$ cat src/rtl/lcd_pkg.sv
// Shared types and constants for the LCD SPI FIFO writer: engine states,
// DC pin encodings and the parameter-legality predicate.
package lcd_pkg;

    typedef enum logic [1:0] {
        ST_IDLE  = 2'd0,
        ST_LOAD  = 2'd1,
        ST_SHIFT = 2'd2,
        ST_DONE  = 2'd3
    } eng_state_e;

    localparam logic DC_CMD  = 1'b0;
    localparam logic DC_DATA = 1'b1;

    // Power-of-two depth keeps pointer wrap a plain binary overflow.
    function automatic bit params_legal(input int data_w, input int depth, input int clk_div);
        return (data_w >= 1) && (depth >= 2) && (depth <= 256) &&
               ((depth & (depth - 1)) == 0) && (clk_div >= 1);
    endfunction

endpackage

$ cat src/rtl/lcd_sync_fifo.sv
// Single-clock FIFO with registered full/empty/level and a sticky overflow flag.
// The head word is presented combinationally on rdata.
module lcd_sync_fifo
    import lcd_pkg::*;
#(
    parameter int W     = 9,
    parameter int DEPTH = 16
) (
    input  logic                     clk,
    input  logic                     rst_n,
    input  logic                     push,
    input  logic [W-1:0]             wdata,
    input  logic                     pop,
    input  logic                     clr_ovf,
    output logic [W-1:0]             rdata,
    output logic                     full,
    output logic                     empty,
    output logic                     overflow,
    output logic [$clog2(DEPTH):0]   level
);

    localparam int AW = $clog2(DEPTH);
    localparam int LW = AW + 1;

    logic [W-1:0]  mem [DEPTH];
    logic [AW-1:0] wr_ptr_q, wr_ptr_d;
    logic [AW-1:0] rd_ptr_q, rd_ptr_d;
    logic [LW-1:0] level_q, level_d;
    logic          full_q, full_d;
    logic          empty_q, empty_d;
    logic          ovf_q, ovf_d;
    logic          push_ok, pop_ok;

    always_comb begin
        push_ok  = push & ~full_q;
        pop_ok   = pop & ~empty_q;
        wr_ptr_d = wr_ptr_q + AW'(push_ok);
        rd_ptr_d = rd_ptr_q + AW'(pop_ok);
        level_d  = level_q + LW'(push_ok) - LW'(pop_ok);
        full_d   = (level_d == LW'(DEPTH));
        empty_d  = (level_d == '0);
        // A rejected push wins over a same-cycle clear.
        ovf_d    = (push & full_q) | (ovf_q & ~clr_ovf);
    end

    always_ff @(posedge clk) begin
        if (!rst_n) begin
            wr_ptr_q <= '0;
            rd_ptr_q <= '0;
            level_q  <= '0;
            full_q   <= 1'b0;
            empty_q  <= 1'b1;
            ovf_q    <= 1'b0;
        end else begin
            wr_ptr_q <= wr_ptr_d;
            rd_ptr_q <= rd_ptr_d;
            level_q  <= level_d;
            full_q   <= full_d;
            empty_q  <= empty_d;
            ovf_q    <= ovf_d;
        end
    end

    // NOTE: storage is deliberately not reset; pointers and level define validity,
    // and a reset on the array would block RAM inference.
    always_ff @(posedge clk) begin
        if (push_ok) begin
            mem[wr_ptr_q] <= wdata;
        end
    end

    assign rdata    = mem[rd_ptr_q];
    assign full     = full_q;
    assign empty    = empty_q;
    assign overflow = ovf_q;
    assign level    = level_q;

endmodule

$ cat src/rtl/lcd_spi_fifo_writer.sv
// LCD serial writer: a FIFO of {dc, payload} words drained by a mode-0,
// MSB-first SPI shift engine; back-to-back words are sent as one cs-low burst.
module lcd_spi_fifo_writer
    import lcd_pkg::*;
#(
    parameter int DATA_W  = 8,
    parameter int DEPTH   = 16,
    parameter int CLK_DIV = 2
) (
    input  logic                     sys_clk,
    input  logic                     sys_rst_n,
    input  logic [DATA_W:0]          data,
    input  logic                     en_write,
    input  logic                     clr_ovf,
    output logic                     wr_done,
    output logic                     full,
    output logic                     empty,
    output logic                     overflow,
    output logic [$clog2(DEPTH):0]   level,
    output logic                     idle,
    output logic                     cs,
    output logic                     dc,
    output logic                     sclk,
    output logic                     mosi
);

    localparam int BW = $clog2(DATA_W + 1);
    localparam int DW = $clog2(CLK_DIV + 1);
    localparam logic [DW-1:0] DIV_LAST = DW'(CLK_DIV - 1);

    if (!params_legal(DATA_W, DEPTH, CLK_DIV)) begin : g_param_check
        $error("lcd_spi_fifo_writer: illegal DATA_W/DEPTH/CLK_DIV combination");
    end

    logic [DATA_W:0] fifo_rdata;
    logic            fifo_pop;
    logic            fifo_empty;

    lcd_sync_fifo #(
        .W     (DATA_W + 1),
        .DEPTH (DEPTH)
    ) u_fifo (
        .clk      (sys_clk),
        .rst_n    (sys_rst_n),
        .push     (en_write),
        .wdata    (data),
        .pop      (fifo_pop),
        .clr_ovf  (clr_ovf),
        .rdata    (fifo_rdata),
        .full     (full),
        .empty    (fifo_empty),
        .overflow (overflow),
        .level    (level)
    );

    eng_state_e        state_q, state_d;
    logic [DW-1:0]     div_q, div_d;
    logic [BW-1:0]     bits_q, bits_d;
    logic [DATA_W-1:0] shreg_q, shreg_d;
    logic              cs_q, cs_d;
    logic              dc_q, dc_d;
    logic              sclk_q, sclk_d;
    logic              mosi_q, mosi_d;
    logic              wr_done_q, wr_done_d;

    always_comb begin
        // NOTE: every output of this block gets a default first, so no path can
        // leave one unassigned and infer a latch.
        state_d   = state_q;
        div_d     = div_q;
        bits_d    = bits_q;
        shreg_d   = shreg_q;
        cs_d      = cs_q;
        dc_d      = dc_q;
        sclk_d    = sclk_q;
        mosi_d    = mosi_q;
        wr_done_d = 1'b0;
        fifo_pop  = 1'b0;

        // Popping from IDLE or DONE loads the head word so LOAD already drives it.
        if ((state_q == ST_IDLE || state_q == ST_DONE) && !fifo_empty) begin
            fifo_pop = 1'b1;
            state_d  = ST_LOAD;
            shreg_d  = fifo_rdata[DATA_W-1:0];
            dc_d     = fifo_rdata[DATA_W];
            mosi_d   = fifo_rdata[DATA_W-1];
            cs_d     = 1'b0;
            sclk_d   = 1'b0;
            div_d    = '0;
            bits_d   = BW'(DATA_W - 1);
        end else begin
            case (state_q)
                ST_IDLE: begin
                    cs_d   = 1'b1;
                    sclk_d = 1'b0;
                end
                ST_LOAD: begin
                    state_d = ST_SHIFT;
                end
                ST_SHIFT: begin
                    if (div_q != DIV_LAST) begin
                        div_d = div_q + DW'(1);
                    end else begin
                        div_d = '0;
                        if (!sclk_q) begin
                            sclk_d = 1'b1;
                        end else if (bits_q == '0) begin
                            sclk_d    = 1'b0;
                            state_d   = ST_DONE;
                            wr_done_d = 1'b1;
                        end else begin
                            sclk_d  = 1'b0;
                            bits_d  = bits_q - BW'(1);
                            shreg_d = shreg_q << 1;
                            mosi_d  = shreg_d[DATA_W-1];
                        end
                    end
                end
                ST_DONE: begin
                    state_d = ST_IDLE;
                    cs_d    = 1'b1;
                end
                default: begin
                    state_d = ST_IDLE;
                end
            endcase
        end
    end

    // NOTE: state registers use non-blocking assignments so every flop samples
    // the values from before the edge, independent of statement order.
    always_ff @(posedge sys_clk) begin
        if (!sys_rst_n) begin
            state_q   <= ST_IDLE;
            div_q     <= '0;
            bits_q    <= '0;
            shreg_q   <= '0;
            cs_q      <= 1'b1;
            dc_q      <= DC_CMD;
            sclk_q    <= 1'b0;
            mosi_q    <= 1'b0;
            wr_done_q <= 1'b0;
        end else begin
            state_q   <= state_d;
            div_q     <= div_d;
            bits_q    <= bits_d;
            shreg_q   <= shreg_d;
            cs_q      <= cs_d;
            dc_q      <= dc_d;
            sclk_q    <= sclk_d;
            mosi_q    <= mosi_d;
            wr_done_q <= wr_done_d;
        end
    end

    assign empty   = fifo_empty;
    assign idle    = (state_q == ST_IDLE) && fifo_empty;
    assign wr_done = wr_done_q;
    assign cs      = cs_q;
    assign dc      = dc_q;
    assign sclk    = sclk_q;
    assign mosi    = mosi_q;

endmodule

$ cat config.mk
export PLATFORM = sky130hd
export DESIGN_NAME = lcd_spi_fifo_writer
export DESIGN_NICKNAME = d
export VERILOG_FILES = /design/src/rtl/lcd_pkg.sv /design/src/rtl/lcd_sync_fifo.sv /design/src/rtl/lcd_spi_fifo_writer.sv
export SDC_FILE = /design/constraint.sdc
export NUM_CORES = 1
export LEC_CHECK = 0
export CAP_MARGIN = 10
export CORE_ASPECT_RATIO = 0.6
export CORE_MARGIN = 4
export CORE_UTILIZATION = 35
export CTS_CLUSTER_SIZE = 10
export DETAILED_ROUTE_END_ITERATION = 8
export DONT_BUFFER_PORTS = 1
export SYNTH_ARGS = -nofsm -noshare
export SYNTH_HDL_FRONTEND = slang
export SYNTH_HIERARCHICAL = 1
export SYNTH_SLANG_ARGS = --single-unit
$ cat constraint.sdc
create_clock -name sys_clk -period 3.98 [get_ports sys_clk]
set_input_delay 0.597 -clock sys_clk [delete_from_list [all_inputs] [get_ports sys_clk]]
set_output_delay 0.597 -clock sys_clk [all_outputs]
set_load 0.005 [all_outputs]
Yosys cells after proc, flatten, opt, wreduce, memory -nomap -nowiden
Memories as Yosys holds them, arrays and structs flattened. A register that Yosys moved wholly into a read port is not among the register bits.
Index checks and enable logic that the tools add are counted.
Storage, ports and cells
  input bits: 13
  word-level logic and storage cells: 102
  bits in writable memories: 144
  output and inout port bits: 14
  memories kept: 1
  flip-flop bits (word level): 36
Operators by class
  mux-type cells: 31
  bitwise operators: 13
  reduce and logical (&&, ||, !) cells: 21
  equality and inequality tests: 13
  add/subtract/negate cells: 6
Memories
  u_fifo.mem: depth 16, bits a word 9, rd ports 1, clocked after Yosys merged registers in 1, wr ports 1, line lcd_sync_fifo.sv:25  | logic [W-1:0] mem [DEPTH];
Operators by type and width (count)
  7-bit two-way mux: 5
  4-bit AND reduction: 4
  3-bit two-way mux: 5
  1-bit two-way mux: 14
  2-bit != test, second input constant: 5
  3-bit != test, second input constant: 3
  4-bit by 1-bit adder with 4-bit output: 2
  2-bit two-way mux: 4
  1-bit inverter: 8
  2-bit nonzero test: 4
  2-bit case mux with 3 select lines: 1
  5-bit by 1-bit adder with 5-bit output: 1
  5-bit == test, second input constant: 1
  5-bit logical NOT: 1
  5-bit OR reduction: 1
  5-bit by 1-bit subtractor with 5-bit output: 1
  1-bit bitwise AND: 4
  2-bit == test, second input constant: 2
  4-bit logical NOT: 1
  4-bit two-way mux: 1
  4-bit nonzero test: 1
  2-bit OR reduction: 2
  4-bit by 1-bit subtractor with 4-bit output, second input constant: 1
  3-bit nonzero test: 1
  other kinds (10): 11

Longest topological paths before layout
Gate-level depths: netlist (run 1).
  word-level depth: 7
  depth in mapped cells: 13
  depth with buffers taken out: 12

Cells and area by module
The synthesis (run 1) kept the hierarchy.
By module, submodules not included
  lcd_sync_fifo: sequential area each 4644.5 µm², cells an instance 315, area an instance 6222.2 µm², times used 1
  lcd_spi_fifo_writer: sequential area each 400.4 µm², cells an instance 105, area an instance 945.9 µm², times used 1

Least setup slack after synthesis (run 1)
OpenSTA, ideal clock, no wires.
  path type: register to register
  start: reg state_q[1]
  end: reg u_fifo.full_q (netlist: u_fifo/full)
  cell stages (with the launch flop): 14
  clock period less this slack: 3.062 ns
  path slack: 0.918 ns
  required time: 3.889 ns
  buffers on the path: 1
  arrival: 2.971 ns
  setup time: 0.091 ns
  path through: dfxtp_1 inv_1 ha_1 or2_2 buf_6 inv_1 nor2b_1 xnor2_1 ha_1 fa_1 a21o_1 a21oi_1 xnor2_1 nor4bb_1
On the way
  longest elaborated chain between the ends: 7
  elaborated cells on any way between the ends: 8
  classes of those cells: 1 x add/sub; 2 x eq/ne; 1 x mux; 1 x bitwise; 3 x reduce/logical
Ends and longest elaborated chain
  from (decl): line lcd_spi_fifo_writer.sv:56  | eng_state_e state_q, state_d;
  from (signal assigned): line lcd_spi_fifo_writer.sv:144  | state_q <= state_d;
  2-bit == test or 2-bit logical NOT (tied branches): line lcd_spi_fifo_writer.sv:81  | if ((state_q == ST_IDLE || state_q == ST_DONE) && !fifo_empty) begin
  1-bit logical OR (*): line lcd_spi_fifo_writer.sv:81
  1-bit logical AND (*): line lcd_spi_fifo_writer.sv:81
  1-bit two-way mux (*): line lcd_spi_fifo_writer.sv:81
  net fifo_pop: line lcd_spi_fifo_writer.sv:36  | logic fifo_pop;
  1-bit bitwise AND (*): line lcd_sync_fifo.sv:36  | pop_ok = pop & ~empty_q;
  5-bit by 1-bit subtractor with 5-bit output (*): line lcd_sync_fifo.sv:39  | level_d = level_q + LW'(push_ok) - LW'(pop_ok);
  5-bit == test (*): line lcd_sync_fifo.sv:40  | full_d = (level_d == LW'(DEPTH));
  to (signal assigned): line lcd_sync_fifo.sv:58  | full_q <= full_d;
  to (decl): line lcd_sync_fifo.sv:29  | logic full_q, full_d;
Mark *: on every way through the listed nets, which the timed path passes. The rest lies on a longest branch.
A chain may end at the register's enable or synchronous reset.

Worst setup path in the final report (run 1)
Same ends and word-level chain as after synthesis.

==> summary.txt, run 1 <==
Run status
  • Status: finished, final reports clean

Critical path
  • Worst Path Max Fanout: 10
  • Critical path class: reg -> reg
  • Arrival @ worst endpoint: 3.72 ns
  • FF-to-FF Start: state_q[1]
  • CP required: 4.30 ns
  • R2R depth: 12
  • Reg2reg setup slack: 0.58 ns
  • Type of origin of the critical path: flop
  • R2R Path End: u_fifo/full
  • CP endpoint kind: flop

GRT
  • Largest net degree at the start of global routing: 40
  • Global-route usage over all layers: 13.10%
  • Global-route wire length before repair: ~22000 µm
  • Initial antenna violation count: 0
  • Vias in the first global route: 3748
  • Overflow after GRT: 0

Timing
  • Hold Violations, Final: 0
  • Setup TNS: 0 ns
  • Crit share post-route: 85.55%
  • Max-Slew Margin vs Limit: 22.99%
  • RSZ-0062 raised after global routing: no
  • Fmax: between 200 and 300 MHz
  • Worst slew pin tran: approximately 1.2 ns
  • # setup viols final: 0
  • Fin. max-slew vios: 0
  • Final clock skew: about 0.0073 ns
  • Min Tclk post-route: 3.405 ns

Synth
  • Post-synth top area cell: edfxtp_1
  • Yosys warns: 6
  • Mean Syn Cell Area: 17.07 µm²
  • Synth Instances: 420
  • Sequential element share of the synthesized area: ~70%
  • Yosys cell types: 45
  • Mapped cell area: 0.007168 mm²
  • Yosys reg bits: 180
  • Ranking of synthesized cells by area: edfxtp_1 (60%), mux4_2 (11%), dfxtp_1 (10%)
  • Area share of the largest cell type after synthesis: 60.32%
  • Main synth FF type: edfxtp_1
  • Ys async rst share: 0%
  • EDFF count, synth: 144
  • Net Count, Synth: 445

Clock tree
  • Clock root buffer: clkbuf_16
  • Clk buf depth: 2
  • CTS H-tree lvls: 4
  • CTS resizes: 0
  • Setup bufs post-CTS: 0
  • Clock sinks: 180
  • Number of buffers created by CTS: 17
  • Worst-Skew Late Latency: about 0.42 ns
  • CTS tree: yes
  • Cts hold-fix bufs: 0
  • Reg clk slew, reported paths: 0.06 ns

Final layout
  • ANT cells: 0
  • Nets: 450
  • Most frequent cells in the layout: edfxtp_1 (144), mux4_2 (36), dfxtp_1 (35)
  • Most common library cell in the layout ignoring fill and taps: edfxtp_1
  • P&R area growth vs syn: 11.47%
  • Layout cells sized above 1: 17.39%
  • Filler Cells Inserted: ~1800
  • Design Area, Final: 0.007990 mm²

Floorplanning
  • Core Region: 0.02007 mm²
  • Die Ht: around 120 µm
  • Starting Density: 35.72%
  • Io pins: 27
  • Die W: a little under 200 µm
  • Die ar.: 0.02291 mm²
  • # rows: 40

Hold path
  • Hold WC Path Type: in -> reg
  • Worst Hold Depth: 1
  • Hold_sp: sys_rst_n
  • Hold-critical path endpoint: u_fifo/empty

Route
  • DR WL/cell: between 20 and 25 µm
  • WL final: roughly 14000 µm
  • Final antenna-violating net count: 0
  • Vias per inst: around 5.1
  • Via count: approximately 3600
  • DRC: 0
  • Detailed Route Iter0 Violations: 243
  • DRT Pass-1 Iters: 5

Pwr
  • P_leak: 2.554 nW
  • Pwr Density: around 630 mW/mm²
  • Max rail drop VDD: 0.3414 mV

Placement
  • PortBufs: 0
  • Dpl cell area: 0.007435 mm²
  • Routability cong.: 0.7588
  • Final HPWL from detailed placement: 9268 µm

Job
  • Max Cap Violations: 0
-- cell usage after synthesis (6+ instances only) --
cell and n:
inv_1 11, and2_1 17, nor2_1 19, a22oi_1 19, dfxtp_1 36, o21ai_0 10
ha_1 11, nand2_1 24, mux4_2 36, mux2i_1 7, nor3_1 6, xnor2_1 9
edfxtp_1 144
-- kinds of logic (layout without fill, tap and decap cells) --
group	count (synthesis)	in the layout	share of synthesized area, %
and+or+nand+nor	93	93	6.703
adders and majority gates	12	12	2.199
DFF	180	180	70.38
xor gates and xnor gates	14	14	1.711
buffers and inverters	30	47	2.234
muxes	43	43	12.29
AOI/OAI and AO/OA	48	48	4.486
-- where the power goes --
group	internal [mW]	switching [mW]	total, mW
combinational	0.527	0.589	1.12
clock	0.870	0.723	1.59
sequential	2.20	0.114	2.32
total	3.60	1.43	5.02
-- metrics by stage --
stage | worst slack [ns] | total power [mW] | cells | util (%) | hold slack, ns
final | 0.5751 | 5.025 | 710 | 39.81 | 0.2509
after global placement | 0.7576 | 3.443 | 679 | 37.04 | 0.4321
after floorplan | 0.9181 | 3.253 | 420 | - | 0.4211
after CTS | 0.6219 | 5.064 | 710 | 39.81 | 0.2359
after detailed placement | 0.6733 | 3.477 | 679 | 37.04 | 0.4525
after global routing | 0.3523 | 5.293 | 710 | 39.81 | 0.2345
-- layout make-up --
cell class                      instances  area [µm²]  area share, %
Clock inverter                         13       126.4          1.582
Sequential cell                       180        5046          63.15
Timing Repair Buffer                    5       37.54         0.4698
Tap cell                              273       341.6          4.275
Inverter                               11       41.29         0.5168
Multi-Input combinational cell        210        1968          24.63
Clock buffer                           18       429.2          5.371
-- how the worst max path moves through the flow --
stage | depth (start not counted) | start | endpoint | slack [ns]
floorplan | 13 | state_q[1] | u_fifo/full | 0.92
global placement | 12 | state_q[1] | u_fifo/full | 0.76
detailed placement | 12 | state_q[1] | u_fifo/full | 0.67
CTS | 12 | state_q[1] | u_fifo/full | 0.62
global route | 12 | state_q[0] | u_fifo/full | 0.35
finish | 12 | state_q[1] | u_fifo/full | 0.58
-- registers in the layout, indices dropped and copies added, names as in the netlist, 2 cells and up --
signal / count
u_fifo/rd_ptr_q: 4
div_q: 2
u_fifo/level: 5
shreg_q: 7
state_q: 2
u_fifo/wr_ptr_q: 4
bits_q: 4
u_fifo/mem: 144
-- per-layer routing --
layer | share of wire (%) | GRT usage, % | vias up | routed length [µm]
li1 | - | - | 1627 | -
met1 | 46 | 18.62 | 1886 | 6588
met2 | 45 | 18.80 | 104 | 6358
met3 | 8.0 | 5.067 | 13 | 1137
met4 | 0.91 | 3.651 | 0 | 130
met5 | 0 | 0 | - | 0
-- critical path, stage by stage (launching register included) --
cell	delay, ns
dfxtp_1	0.38
inv_1	0.06
ha_1	0.31
or2_2	0.40
inv_1	0.17
nor2b_1	0.38
xnor2_1	0.13
ha_1	0.22
fa_1	0.40
a21o_1	0.19
a21oi_1	0.16
xnor2_1	0.17
nor4bb_1	0.33
Note: power is estimated with default switching activity, not from simulation.
==> run 2: changes to the inputs <==
Settings changed: CTS_CLUSTER_DIAMETER set to 50, SETUP_SLACK_MARGIN set to 0.2, SKIP_LAST_GASP set to 1.
==> results of run 2 <==
Final layout, timing and power as in run 1 (identical DEF).
==> run 3: changes to the inputs <==
Settings changed: CTS_CLUSTER_DIAMETER 50 to unset.
==> results of run 3 <==
Final layout, timing and power as in run 1 (identical DEF).
